**src/rtl/i2c_pkg.sv**
```systemverilog
// Shared definitions for the i2c register sequencer: engine op codes, top FSM
// states and the step-program constants.
package i2c_pkg;

  typedef enum logic [1:0] {
    OP_START = 2'd0,
    OP_STOP  = 2'd1,
    OP_READ  = 2'd2,
    OP_WRITE = 2'd3
  } op_e;

  typedef enum logic [2:0] {
    ST_IDLE,
    ST_ISSUE,
    ST_WAIT,
    ST_NEXT,
    ST_FINISH
  } state_e;

  typedef enum logic [2:0] {
    BS_NONE,
    BS_ADDR_W,
    BS_ADDR_R,
    BS_REG,
    BS_DATA
  } byte_sel_e;

  localparam logic [3:0] STEP_W_STOP   = 4'd4;
  localparam logic [3:0] STEP_RD_FIRST = 4'd5;

  // Index of the STOP step for the selected program.
  function automatic logic [3:0] stop_step(input logic rw, input int unsigned num_rd);
    return rw ? 4'(32'(STEP_RD_FIRST) + num_rd) : STEP_W_STOP;
  endfunction

endpackage

```
**src/rtl/i2c_step_rom.sv**
```systemverilog
// Fixed primitive program: maps (rw, step) to engine op, byte source and a
// last-step flag.
module i2c_step_rom
  import i2c_pkg::*;
#(
  parameter int unsigned NUM_RD_BYTES = 2
) (
  input  logic       rw,
  input  logic [3:0] step,
  output logic [1:0] op,
  output logic [2:0] byte_sel,
  output logic       is_last
);

  localparam logic [3:0] RD_STOP = stop_step(1'b1, NUM_RD_BYTES);

  op_e       op_n;
  byte_sel_e sel_n;

  always_comb begin
    op_n  = OP_STOP;
    sel_n = BS_NONE;
    if (!rw) begin
      case (step)
        4'd0: op_n = OP_START;
        4'd1: begin op_n = OP_WRITE; sel_n = BS_ADDR_W; end
        4'd2: begin op_n = OP_WRITE; sel_n = BS_REG;    end
        4'd3: begin op_n = OP_WRITE; sel_n = BS_DATA;   end
        default: ;
      endcase
    end else begin
      case (step)
        4'd0: op_n = OP_START;
        4'd1: begin op_n = OP_WRITE; sel_n = BS_ADDR_W; end
        4'd2: begin op_n = OP_WRITE; sel_n = BS_REG;    end
        4'd3: op_n = OP_START;
        4'd4: begin op_n = OP_WRITE; sel_n = BS_ADDR_R; end
        default: if (step < RD_STOP) op_n = OP_READ;
      endcase
    end
  end

  assign op       = op_n;
  assign byte_sel = sel_n;
  assign is_last  = (op_n == OP_STOP);

endmodule

```
**src/rtl/i2c_reg_sequencer.sv**
```systemverilog
// Sequences byte-level i2c engine primitives into complete register writes and
// reads on one slave. Optional per-primitive watchdog: define I2C_TIMEOUT_EN.
module i2c_reg_sequencer
  import i2c_pkg::*;
#(
  parameter logic [6:0]  DEV_ADDR       = 7'h36,
  parameter int unsigned NUM_RD_BYTES   = 2,
  parameter int unsigned TIMEOUT_CYCLES = 2047
) (
  input  logic        clk,
  input  logic        reset_n,
  input  logic        start,
  input  logic        rw,
  input  logic [7:0]  reg_addr,
  input  logic [7:0]  wr_data,
  output logic        busy,
  output logic        done,
  output logic        error,
  output logic [15:0] rd_data,
  output logic [1:0]  i2c_instruction,
  output logic        i2c_enable,
  output logic [7:0]  i2c_byte_to_send,
  output logic        i2c_send_nack,
  input  logic [7:0]  i2c_byte_received,
  input  logic        i2c_complete
);

  state_e      state_q, state_d;
  logic [3:0]  step_q, step_d;
  logic        rw_q, rw_d;
  logic [7:0]  reg_addr_q, reg_addr_d;
  logic [7:0]  wr_data_q, wr_data_d;
  logic [15:0] rd_data_q, rd_data_d;
  logic        first_q, first_d;

  logic [1:0]  op;
  logic [2:0]  byte_sel;
  logic        is_last;
  logic [7:0]  tx_byte;

`ifdef I2C_TIMEOUT_EN
  localparam logic [10:0] TO_LIMIT = 11'(TIMEOUT_CYCLES);
  logic [10:0] cnt_q, cnt_d;
  logic        error_q, error_d;
  assign error = error_q;
`else
  logic unused_timeout_cfg;
  assign unused_timeout_cfg = ^TIMEOUT_CYCLES;
  assign error = 1'b0;
`endif

  i2c_step_rom #(.NUM_RD_BYTES(NUM_RD_BYTES)) u_rom (
    .rw      (rw_q),
    .step    (step_q),
    .op      (op),
    .byte_sel(byte_sel),
    .is_last (is_last)
  );

  always_comb begin
    tx_byte = 8'h00;
    case (byte_sel)
      BS_ADDR_W: tx_byte = {DEV_ADDR, 1'b0};
      BS_ADDR_R: tx_byte = {DEV_ADDR, 1'b1};
      BS_REG:    tx_byte = reg_addr_q;
      BS_DATA:   tx_byte = wr_data_q;
      default:   tx_byte = 8'h00;
    endcase
  end

  always_comb begin
    state_d    = state_q;
    step_d     = step_q;
    rw_d       = rw_q;
    reg_addr_d = reg_addr_q;
    wr_data_d  = wr_data_q;
    rd_data_d  = rd_data_q;
    first_d    = first_q;
`ifdef I2C_TIMEOUT_EN
    cnt_d      = cnt_q;
    error_d    = error_q;
`endif
    unique case (state_q)
      ST_IDLE: begin
        if (start) begin
          rw_d       = rw;
          reg_addr_d = reg_addr;
          wr_data_d  = wr_data;
          rd_data_d  = '0;
          step_d     = '0;
`ifdef I2C_TIMEOUT_EN
          error_d    = 1'b0;
`endif
          state_d    = ST_ISSUE;
        end
      end
      ST_ISSUE: begin
        first_d = 1'b1;
`ifdef I2C_TIMEOUT_EN
        cnt_d   = '0;
`endif
        state_d = ST_WAIT;
      end
      ST_WAIT: begin
        first_d = 1'b0;
`ifdef I2C_TIMEOUT_EN
        cnt_d   = cnt_q + 11'd1;
`endif
        // The engine still shows the previous complete while accepting the op.
        if (i2c_complete && !first_q) begin
          if (op == OP_READ) begin
            rd_data_d = (NUM_RD_BYTES == 1) ? {i2c_byte_received, 8'h00}
                                            : {rd_data_q[7:0], i2c_byte_received};
          end
          state_d = ST_NEXT;
        end
`ifdef I2C_TIMEOUT_EN
        else if (cnt_q == TO_LIMIT) begin
          error_d = 1'b1;
          if (is_last) begin
            state_d = ST_FINISH;
          end else begin
            step_d  = stop_step(rw_q, NUM_RD_BYTES);
            state_d = ST_ISSUE;
          end
        end
`endif
      end
      ST_NEXT: begin
        if (is_last) begin
          state_d = ST_FINISH;
        end else begin
          step_d  = step_q + 4'd1;
          state_d = ST_ISSUE;
        end
      end
      ST_FINISH: state_d = ST_IDLE;
      default:   state_d = ST_IDLE;
    endcase
  end

  always_ff @(posedge clk or negedge reset_n) begin
    if (!reset_n) begin
      state_q    <= ST_IDLE;
      step_q     <= '0;
      rw_q       <= 1'b0;
      reg_addr_q <= '0;
      wr_data_q  <= '0;
      rd_data_q  <= '0;
      first_q    <= 1'b0;
`ifdef I2C_TIMEOUT_EN
      cnt_q      <= '0;
      error_q    <= 1'b0;
`endif
    end else begin
      state_q    <= state_d;
      step_q     <= step_d;
      rw_q       <= rw_d;
      reg_addr_q <= reg_addr_d;
      wr_data_q  <= wr_data_d;
      rd_data_q  <= rd_data_d;
      first_q    <= first_d;
`ifdef I2C_TIMEOUT_EN
      cnt_q      <= cnt_d;
      error_q    <= error_d;
`endif
    end
  end

  assign busy             = state_q inside {ST_ISSUE, ST_WAIT, ST_NEXT};
  assign done             = (state_q == ST_FINISH);
  assign rd_data          = rd_data_q;
  assign i2c_enable       = (state_q == ST_ISSUE);
  assign i2c_instruction  = op;
  assign i2c_byte_to_send = tx_byte;
  assign i2c_send_nack    = 1'b0;

endmodule

```
**config.mk**
```make
export PLATFORM = sky130hd
export DESIGN_NAME = i2c_reg_sequencer
export DESIGN_NICKNAME = d
export VERILOG_FILES = /design/src/rtl/i2c_pkg.sv /design/src/rtl/i2c_step_rom.sv /design/src/rtl/i2c_reg_sequencer.sv
export SDC_FILE = /design/constraint.sdc
export NUM_CORES = 1
export LEC_CHECK = 0
export CELL_PAD_IN_SITES_DETAIL_PLACEMENT = 1
export CELL_PAD_IN_SITES_GLOBAL_PLACEMENT = 1
export CORE_UTILIZATION = 40
export DETAILED_ROUTE_END_ITERATION = 7
export MAX_ROUTING_LAYER = met4
export PLACE_DENSITY = 0.83
export SYNTH_ARGS = -nofsm -noshare
export SYNTH_HDL_FRONTEND = slang
export SYNTH_SLANG_ARGS = --single-unit
export TNS_END_PERCENT = 10
```
**constraint.sdc**
```tcl
create_clock -name clk -period 6.1 [get_ports clk]
set_input_delay 0.61 -clock clk [delete_from_list [all_inputs] [get_ports clk]]
set_output_delay 0.61 -clock clk [all_outputs]
set_load 0.02 [all_outputs]
```
Word level (Yosys, flattened, before mapping):

Index checks and enable logic that the tools add are counted.

* bits in latches: 0
* memory bits (read-only): 0
* RAM bits: 0
* register bits after elaboration: 41
* memories: 0
* logic and storage cells: 62
* bits of input ports: 29

* magnitude comparators: 1
* add/subtract/negate cells: 1
* $mul: 0
* multiplexer cells: 20
* bitwise gates (word level): 0
* shift operators: 0
* divide/modulo/power cells: 0
* eq/ne operators: 18
* reductions and logical operators: 15

Operators by type and width (number)
* 16-bit two-way mux: 3
* 16-bit one-hot mux with 2 select lines: 1
* 8-bit one-hot mux with 4 select lines: 1
* 3-bit by 2-bit equality test with 1-bit output (second input constant): 4
* 3-bit two-way mux: 4
* 3-bit one-hot mux with 4 select lines: 1
* 3-bit one-hot mux with 3 select lines: 1
* 4-bit by 2-bit equality test with 1-bit output (second input constant): 2
* 4-bit two-way mux: 2
* 2-bit inequality test (second input constant): 4
* 2-bit one-hot mux with 2 select lines: 2
* 4-bit one-hot mux with 2 select lines: 1
* 3-bit by 1-bit equality test with 1-bit output (second input constant): 2
* 3-bit equality test (second input constant): 2
* 2-bit one-hot mux with 3 select lines: 1
* 2-bit nonzero test: 3
* 3-bit OR reduction: 2
* 4-bit by 1-bit adder with 4-bit output (second input constant): 1
* 4-bit by 1-bit equality test with 1-bit output (second input constant): 1
* 4-bit by 3-bit equality test with 1-bit output (second input constant): 1
* 4-bit zero test: 1
* 4-bit by 3-bit less-than comparator with 1-bit output (second input constant): 1
* 2-bit two-way mux: 2
* 2-bit AND reduction: 2
* other kinds (10): 10

Longest topological paths before layout:

Gate-level depths: netlist (run 1).

* word-level depth: 8
* depth in mapped cells: 7
* mapped depth without buffers: 6

Modules after synthesis:

Synthesis (run 1) repeated with hierarchy kept, for this count alone.

* cell total of the unflattened synthesis: 234
* area, all modules: 2143.3 um^2

By module, submodules not included
* i2c_reg_sequencer: area each 2016.9 um^2, times used 1, cells each 216
* i2c_step_rom: area each 126.4 um^2, times used 1, cells each 18

Least setup slack after synthesis (run 1):

No wires, ideal clock.

* path kind: reg-to-output
* from: reg step_q[0]
* to: out i2c_byte_to_send[2]
* cell stages (with the launch flop): 7
* path slack: 3.820 ns
* arrival: 1.670 ns
* path through: dfrtp_1 > ha_1 > buf_6 > nor2b_1 > o31ai_1 > nand2_1 > o21ai_0

* cells in the longest elaborated chain, start to end: 5
* elaborated cells between the ends (all ways): 12
* classes of those cells: eq/ne: 8; mux: 4

RTL lines
* start, declared: RTL line i2c_reg_sequencer.sv:29 `logic [3:0] step_q, step_d;`
* start signal, assigned: RTL line i2c_reg_sequencer.sv:157 `step_q <= step_d;`
* 4-bit by 2-bit equality test with 1-bit output, or another cell as far along: RTL line i2c_step_rom.sv:24 `case (step)`
* 3-bit one-hot mux with 3 select lines / 2-bit one-hot mux with 3 select lines (equally long branches): RTL line i2c_step_rom.sv:24, i2c_step_rom.sv:32
* 3-bit two-way mux (*): RTL line i2c_step_rom.sv:23 `if (!rw) begin`
* 3-bit equality test, or another cell as far along: RTL line i2c_reg_sequencer.sv:62 `case (byte_sel)`
* 8-bit one-hot mux with 4 select lines (*): RTL line i2c_reg_sequencer.sv:62
* end, declared: RTL line i2c_reg_sequencer.sv:22 `output logic [7:0] i2c_byte_to_send,`

Mark *: on every way between the ends. The rest lies on a longest branch, timed or not.

Worst setup path after layout (run 1):

* from: reg step_q[0]
* to: out i2c_byte_to_send[3]

Same word-level chain as after synthesis.

==> impl_metrics.yaml, run 1 <==
route:
  met2WireLength_um: 2640
  drc_errors: 2
  via_per_inst: 5.34
  drtAntennaViolNets: 0
  via_count: 1854
  top_layer: "met4"
  finalWirelength_um: 5430
  dr_wl_met3_um: 200
  dr.pass1.iters: 6
  wl_met1_um: 2500
  drt_iter0_markers: 94
  drt-wirelength-per-cell_um: 15.6
clock_tree:
  cts_resized: 0
  numCtsBuffers: 5
  cts_root_buf: "clkbuf_8"
  clk_latency_ns: 0.29
  hold_buffers: 0
  cts_sinks: 41
  clock_path_buffers: 2
  tritoncts: "done"
  h-tree-depth: 2
  clk_pin_slew_worst_paths_ns: 0.08
  post-cts-setup-buffers: 0
worst_setup_path:
  critPathLaunchType: "flip-flop"
  cp.arrival_ns: 2.66
  cp_max_fo: 7
  reg2reg_from: "step_q[0]"
  rrSetupSlack_ns: 3.55
  cp.required_ns: 5.49
  endpoint_kind: "output pin"
  setup.worst_path.class: "flip-flop to output pin"
  rr_worst_depth: 7
  reg2reg_to: "rd_data[4]"
placed_design:
  dp_slack_ns: 3.25
  dp.cells: 339
  port_buffers: 57
  place_hpwl_um: 3770
  place.gp.congestion: 0.835
layout:
  final_net_count: 307
  post-route-util_pct: 54.0
  drive_gt1_share_pct: 19.6
  final_cell_mix: "clkdlybuf4s50_1 (56), nand2_1 (44), dfrtp_1 (41)"
  final_common_cell: "clkdlybuf4s50_1"
  final_cells: 347
  syn2layout_area_growth_pct: 30.5
  diodes: 0
sta:
  tightest_slew_ns: 0.922
  finalHoldViolCount: 0
  period_minus_slack_ns: 3.27
  fin_crit_sh_pct: 53.7
  skew_ns: 0.00626
  drv_slew: 0
  timing.fmax_mhz: 305
  layout_setup_ws_ns: 2.83
  relSlewSlack_pct: 38.6
  setup_viol_count_final: 0
  rsz0062_at_grt: "no"
  setup_tns_ns: 0
global_route:
  grt_pass1_wl_um: 9350
  antenna_found_initial: 0
  grt_pass1_vias: 1977
  grt_max_degree: 42
  track_usage_pct: 20.6
  globalRouteOverflowTotal: 0
power_and_ir_drop:
  power.total_w: 0.00159
  peakVddDrop_mv: 0.215
  power_density_mw_per_mm2: 538
  p_leak_nw: 1.22
die:
  coreArea_mm2: 0.00547
  pin_count: 60
  die_h_um: 77.3
  start_util_pct: 41.4
  dieArea_mm2: 0.00597
  row_count: 27
  fp.dieW_um: 77.3
outcome:
  failed_checks: "DRC"
  status: "finished with violations"
synth:
  netlist_instances: 224
  synth_edf_count: 0
  ys_warn_count: 0
  syn_area_mm2: 0.00227
  async_flop_share_pct: 100
  netlist-cell-type-count: 38
  dominantRegCellSynth: "dfrtp_1"
  synth_area_leaders: "dfrtp_1 (45%), mux2_2 (9.4%), o211ai_2 (7.7%), nand2_1 (7.3%), nand3_1 (3.1%)"
  syn_avg_cell_area_um2: 10.1
  synth-seq-cells: 41
  synthDominantCellAreaShare_pct: 45.3
  ys_seq_area_share_pct: 45.3
  synth_top_area_cell: "dfrtp_1"
run:
  cap_violations: 0
min_path:
  hold_class: "primary input to async pin"
-- how the worst max path moves through the flow --
stage,to,slack (ns),from
4_1_cts,i2c_byte_to_send[3],2.81,step_q[0]
6_report,i2c_byte_to_send[3],2.83,step_q[0]
2_1_floorplan,i2c_byte_to_send[2],3.82,step_q[0]
5_1_grt,i2c_byte_to_send[3],2.69,step_q[0]
3_3_place_gp,i2c_byte_to_send[6],3.36,step_q[0]
3_5_place_dp,i2c_byte_to_send[3],3.25,step_q[0]
-- layout make-up --
cell class                 instances  area [µm²]
sequential                        41        1030
clock buffer                       7        86.3
fill                             638        2510
clock inverter                     1        30.0
timing repair buffer              59         581
inverter                           4        15.0
multi-input combinational        163        1130
tap                               72        90.1
-- routing by layer --
metal  track usage (%)  vias up
li1                  -      875
met1              26.4      927
met2              31.9       43
met3              5.00        9
met4              6.79        0
met5                 -        -
-- flip-flops by register name, indices dropped and copies added, names as in the netlist --
| register | flops |
|---|---|
| first_q | 1 |
| rd_data | 16 |
| reg_addr_q | 8 |
| rw_q | 1 |
| state_q | 3 |
| step_q | 4 |
| wr_data_q | 8 |
-- synthesized netlist by cell type, types with 3 or more instances --
cell and count:
a21oi_1 3, a22o_1 3, buf_6 4, clkbuf_1 10, dfrtp_1 41, ha_1 4
inv_1 4, mux2_2 19, nand2_1 44, nand3_1 14, nand3_2 4, nor2_1 14
nor2b_1 5, o211ai_1 4, o211ai_2 14, o21ai_0 8, or2_2 3
-- kinds of logic (layout without fill, tap and decap cells) --
family	after synthesis	after routing	synth area share, %
simple gates	99	99	21.5
flops	41	41	45.3
compound gates	37	37	15.3
buf+inv	21	71	5.30
mux	20	20	9.88
fa+ha+maj	4	4	2.21
other cells	1	2	0.165
xor+xnor	1	1	0.387
-- worst max-delay path, stage by stage (launching register included) --
cell             delay, ns
dfrtp_1               0.41
inv_1                 0.11
ha_1                  0.27
nor3_1                0.39
and3_1                0.39
nand2_1               0.08
o21ai_0               0.08
clkdlybuf4s50_1       0.64
-- power by group --
part | total, W | switching, W | internal (W)
clock network | 0.000226 | 0.0000926 | 0.000133
registers | 0.000526 | 0.000124 | 0.000402
logic | 0.000840 | 0.000439 | 0.000401
total | 0.00159 | 0.000656 | 0.000936
-- per-stage QoR --
stage | instance area (µm²) | hold WS (ns)
after floorplan | 2270 | 0.314
after global placement | 2840 | 0.494
after detailed placement | 2840 | 0.500
after CTS | 2960 | 0.485
after global routing | 2960 | 0.524
final | 2960 | 0.453
Power figures use the tool's default switching activity.
==> run 2: changes to the inputs <==
--- a/config.mk
+++ b/config.mk
@@ -7,10 +7,10 @@
 export LEC_CHECK = 0
 export CELL_PAD_IN_SITES_DETAIL_PLACEMENT = 1
 export CELL_PAD_IN_SITES_GLOBAL_PLACEMENT = 1
-export CORE_UTILIZATION = 40
+export CORE_UTILIZATION = 37
 export DETAILED_ROUTE_END_ITERATION = 7
 export MAX_ROUTING_LAYER = met4
-export PLACE_DENSITY = 0.83
+export PLACE_DENSITY = 0.77
 export SYNTH_ARGS = -nofsm -noshare
 export SYNTH_HDL_FRONTEND = slang
 export SYNTH_SLANG_ARGS = --single-unit
==> constraint.sdc (replaced) <==
create_clock -name clk -period 3.2 [get_ports clk]
set_input_delay 0.32 -clock clk [delete_from_list [all_inputs] [get_ports clk]]
set_output_delay 0.32 -clock clk [all_outputs]
set_load 0.02 [all_outputs]
==> run 2 against run 1 <==
Compared with the run above:
- the flow now finishes without violations
- register-to-register slack got worse by 2.9 ns
- total power rose by 90%
- via count fell by 0.22%
- sequential power rose by 90%
- combinational power rose by 90%
- non-clock buffer count did not move
==> impl_metrics.yaml, run 2 (synthesis gave the netlist of run 1 again) <==
placed_design:
  port_buffers: 57
  dp_slack_ns: 0.621
  placed_cell_area_mm2: 0.00285
  place_hpwl_um: 3820
  place.gp.congestion: 0.752
global_route:
  grt_max_degree: 42
  track_usage_pct: 19.5
  grt_pass1_vias: 1915
  antenna_found_initial: 0
  globalRouteOverflowTotal: 0
  grt_pass1_wl_um: 9420
layout:
  post-route-util_pct: 50.0
  largest_reg_flops: 16
  fill_cells: 645
  final_common_cell: "clkdlybuf4s50_1"
  final_cell_mix: "clkdlybuf4s50_1 (56), nand2_1 (44), dfrtp_1 (41)"
  design_area_mm2: 0.00296
  diodes: 0
  final_net_count: 307
  syn2layout_area_growth_pct: 30.6
  drive_gt1_share_pct: 20.0
clock_tree:
  numCtsBuffers: 5
  h-tree-depth: 2
  hold_buffers: 0
  post-cts-setup-buffers: 0
  clk_pin_slew_worst_paths_ns: 0.09
  tritoncts: "done"
  clock_path_buffers: 2
  cts_root_buf: "clkbuf_8"
  cts_resized: 0
  clk_latency_ns: 0.29
  cts_sinks: 41
sta:
  skew_ns: 0.00700
  tightest_slew_ns: 0.957
  fin_crit_sh_pct: 89.7
  layout_setup_ws_ns: 0.328
  period_minus_slack_ns: 2.87
  setup_tns_ns: 0
  relSlewSlack_pct: 36.2
  setup_viol_count_final: 0
  rsz0062_at_grt: "no"
  finalHoldViolCount: 0
  timing.fmax_mhz: 348
  drv_slew: 0
die:
  die_h_um: 80.3
  coreArea_mm2: 0.00592
  pin_count: 60
  start_util_pct: 38.3
  dieArea_mm2: 0.00644
  fp.dieW_um: 80.3
  row_count: 28
worst_setup_path:
  reg2reg_from: "step_q[0]"
  endpoint_kind: "output pin"
  cp.arrival_ns: 2.55
  critPathLaunchType: "flip-flop"
  cp_max_fo: 7
  cp.required_ns: 2.88
  setup.worst_path.class: "flip-flop to output pin"
  cp-startpoint: "step_q[0]"
route:
  dr.pass1.iters: 4
  drc_errors: 0
  drt_iter0_markers: 125
  drt-wirelength-per-cell_um: 15.9
  drtAntennaViolNets: 0
  via_per_inst: 5.29
  via_count: 1850
  finalWirelength_um: 5570
power_and_ir_drop:
  power_density_mw_per_mm2: 1020
  peakVddDrop_mv: 0.405
  power.total_w: 0.00303
  p_leak_nw: 1.22
min_path:
  hold_class: "primary input to async pin"
outcome:
  status: "finished, final reports clean"
run:
  cap_violations: 0
[run 2: cell count changes in the layout (fill, tap and decap cells not counted)]
| cell | delta |
|---|---|
| clkinvlp_4 | +1 |
| clkbuf_1 | -1 |
| clkinv_4 | +1 |
| clkbuf_8 | -1 |
[run 2: layout make-up]
cell class              instances  area [µm²]  share of cell area (%)
repair buffers                 59         581                    19.6
inverters                       4        15.0                   0.507
multi-input cells             163        1130                    38.2
clock inverters                 3        46.3                    1.56
clock buffers                   5        68.8                    2.32
flip-flops and latches         41        1030                    34.7
well taps                      75        93.8                    3.17
[run 2: worst paths after layout]
check / to / slack (ns) / cells past startpoint
setup / recovery: i2c_byte_to_send[6] / 0.33 / 7
hold / removal: rd_data[13] / 0.17 / 1
setup reg to reg: rd_data[14] / 0.69 / 7
hold reg to reg: reg_addr_q[1] / 0.52 / 1
max in group asynchronous: rd_data[2] / 2.43 / 1
min in group clk: reg_addr_q[1] / 0.52 / 1
[run 2: power by group]
part / total [W] / leakage (nW) / internal (W) / switching (W)
Combinational: 0.00160 / 0.664 / 0.000764 / 0.000832
Clock: 0.000428 / 0.0543 / 0.000234 / 0.000195
Sequential: 0.00100 / 0.502 / 0.000765 / 0.000237
Total: 0.00303 / 1.22 / 0.00176 / 0.00126
[run 2: layer usage]
metal	share of wire, %	vias to the layer above	GRT usage, %	wire length, µm
li1	-	873	-	-
met1	47	944	24.9	2600
met2	50	31	31.6	2760
met3	3.3	2	4.66	183
met4	0.40	0	4.11	22
met5	0	-	-	0
[run 2: metrics by stage]
stage	hold slack (ns)	instances
floorplan	0.0244	225
global placement	0.491	342
detailed placement	0.501	342
CTS	0.202	350
global route	0.236	350
finish	0.170	350
[run 2: critical path: stages (launching register included)]
cell             delay, ns
dfrtp_1               0.40
inv_1                 0.10
ha_1                  0.27
nor3_1                0.30
and3_1                0.39
nand2_1               0.09
o21ai_0               0.08
clkdlybuf4s50_1       0.63
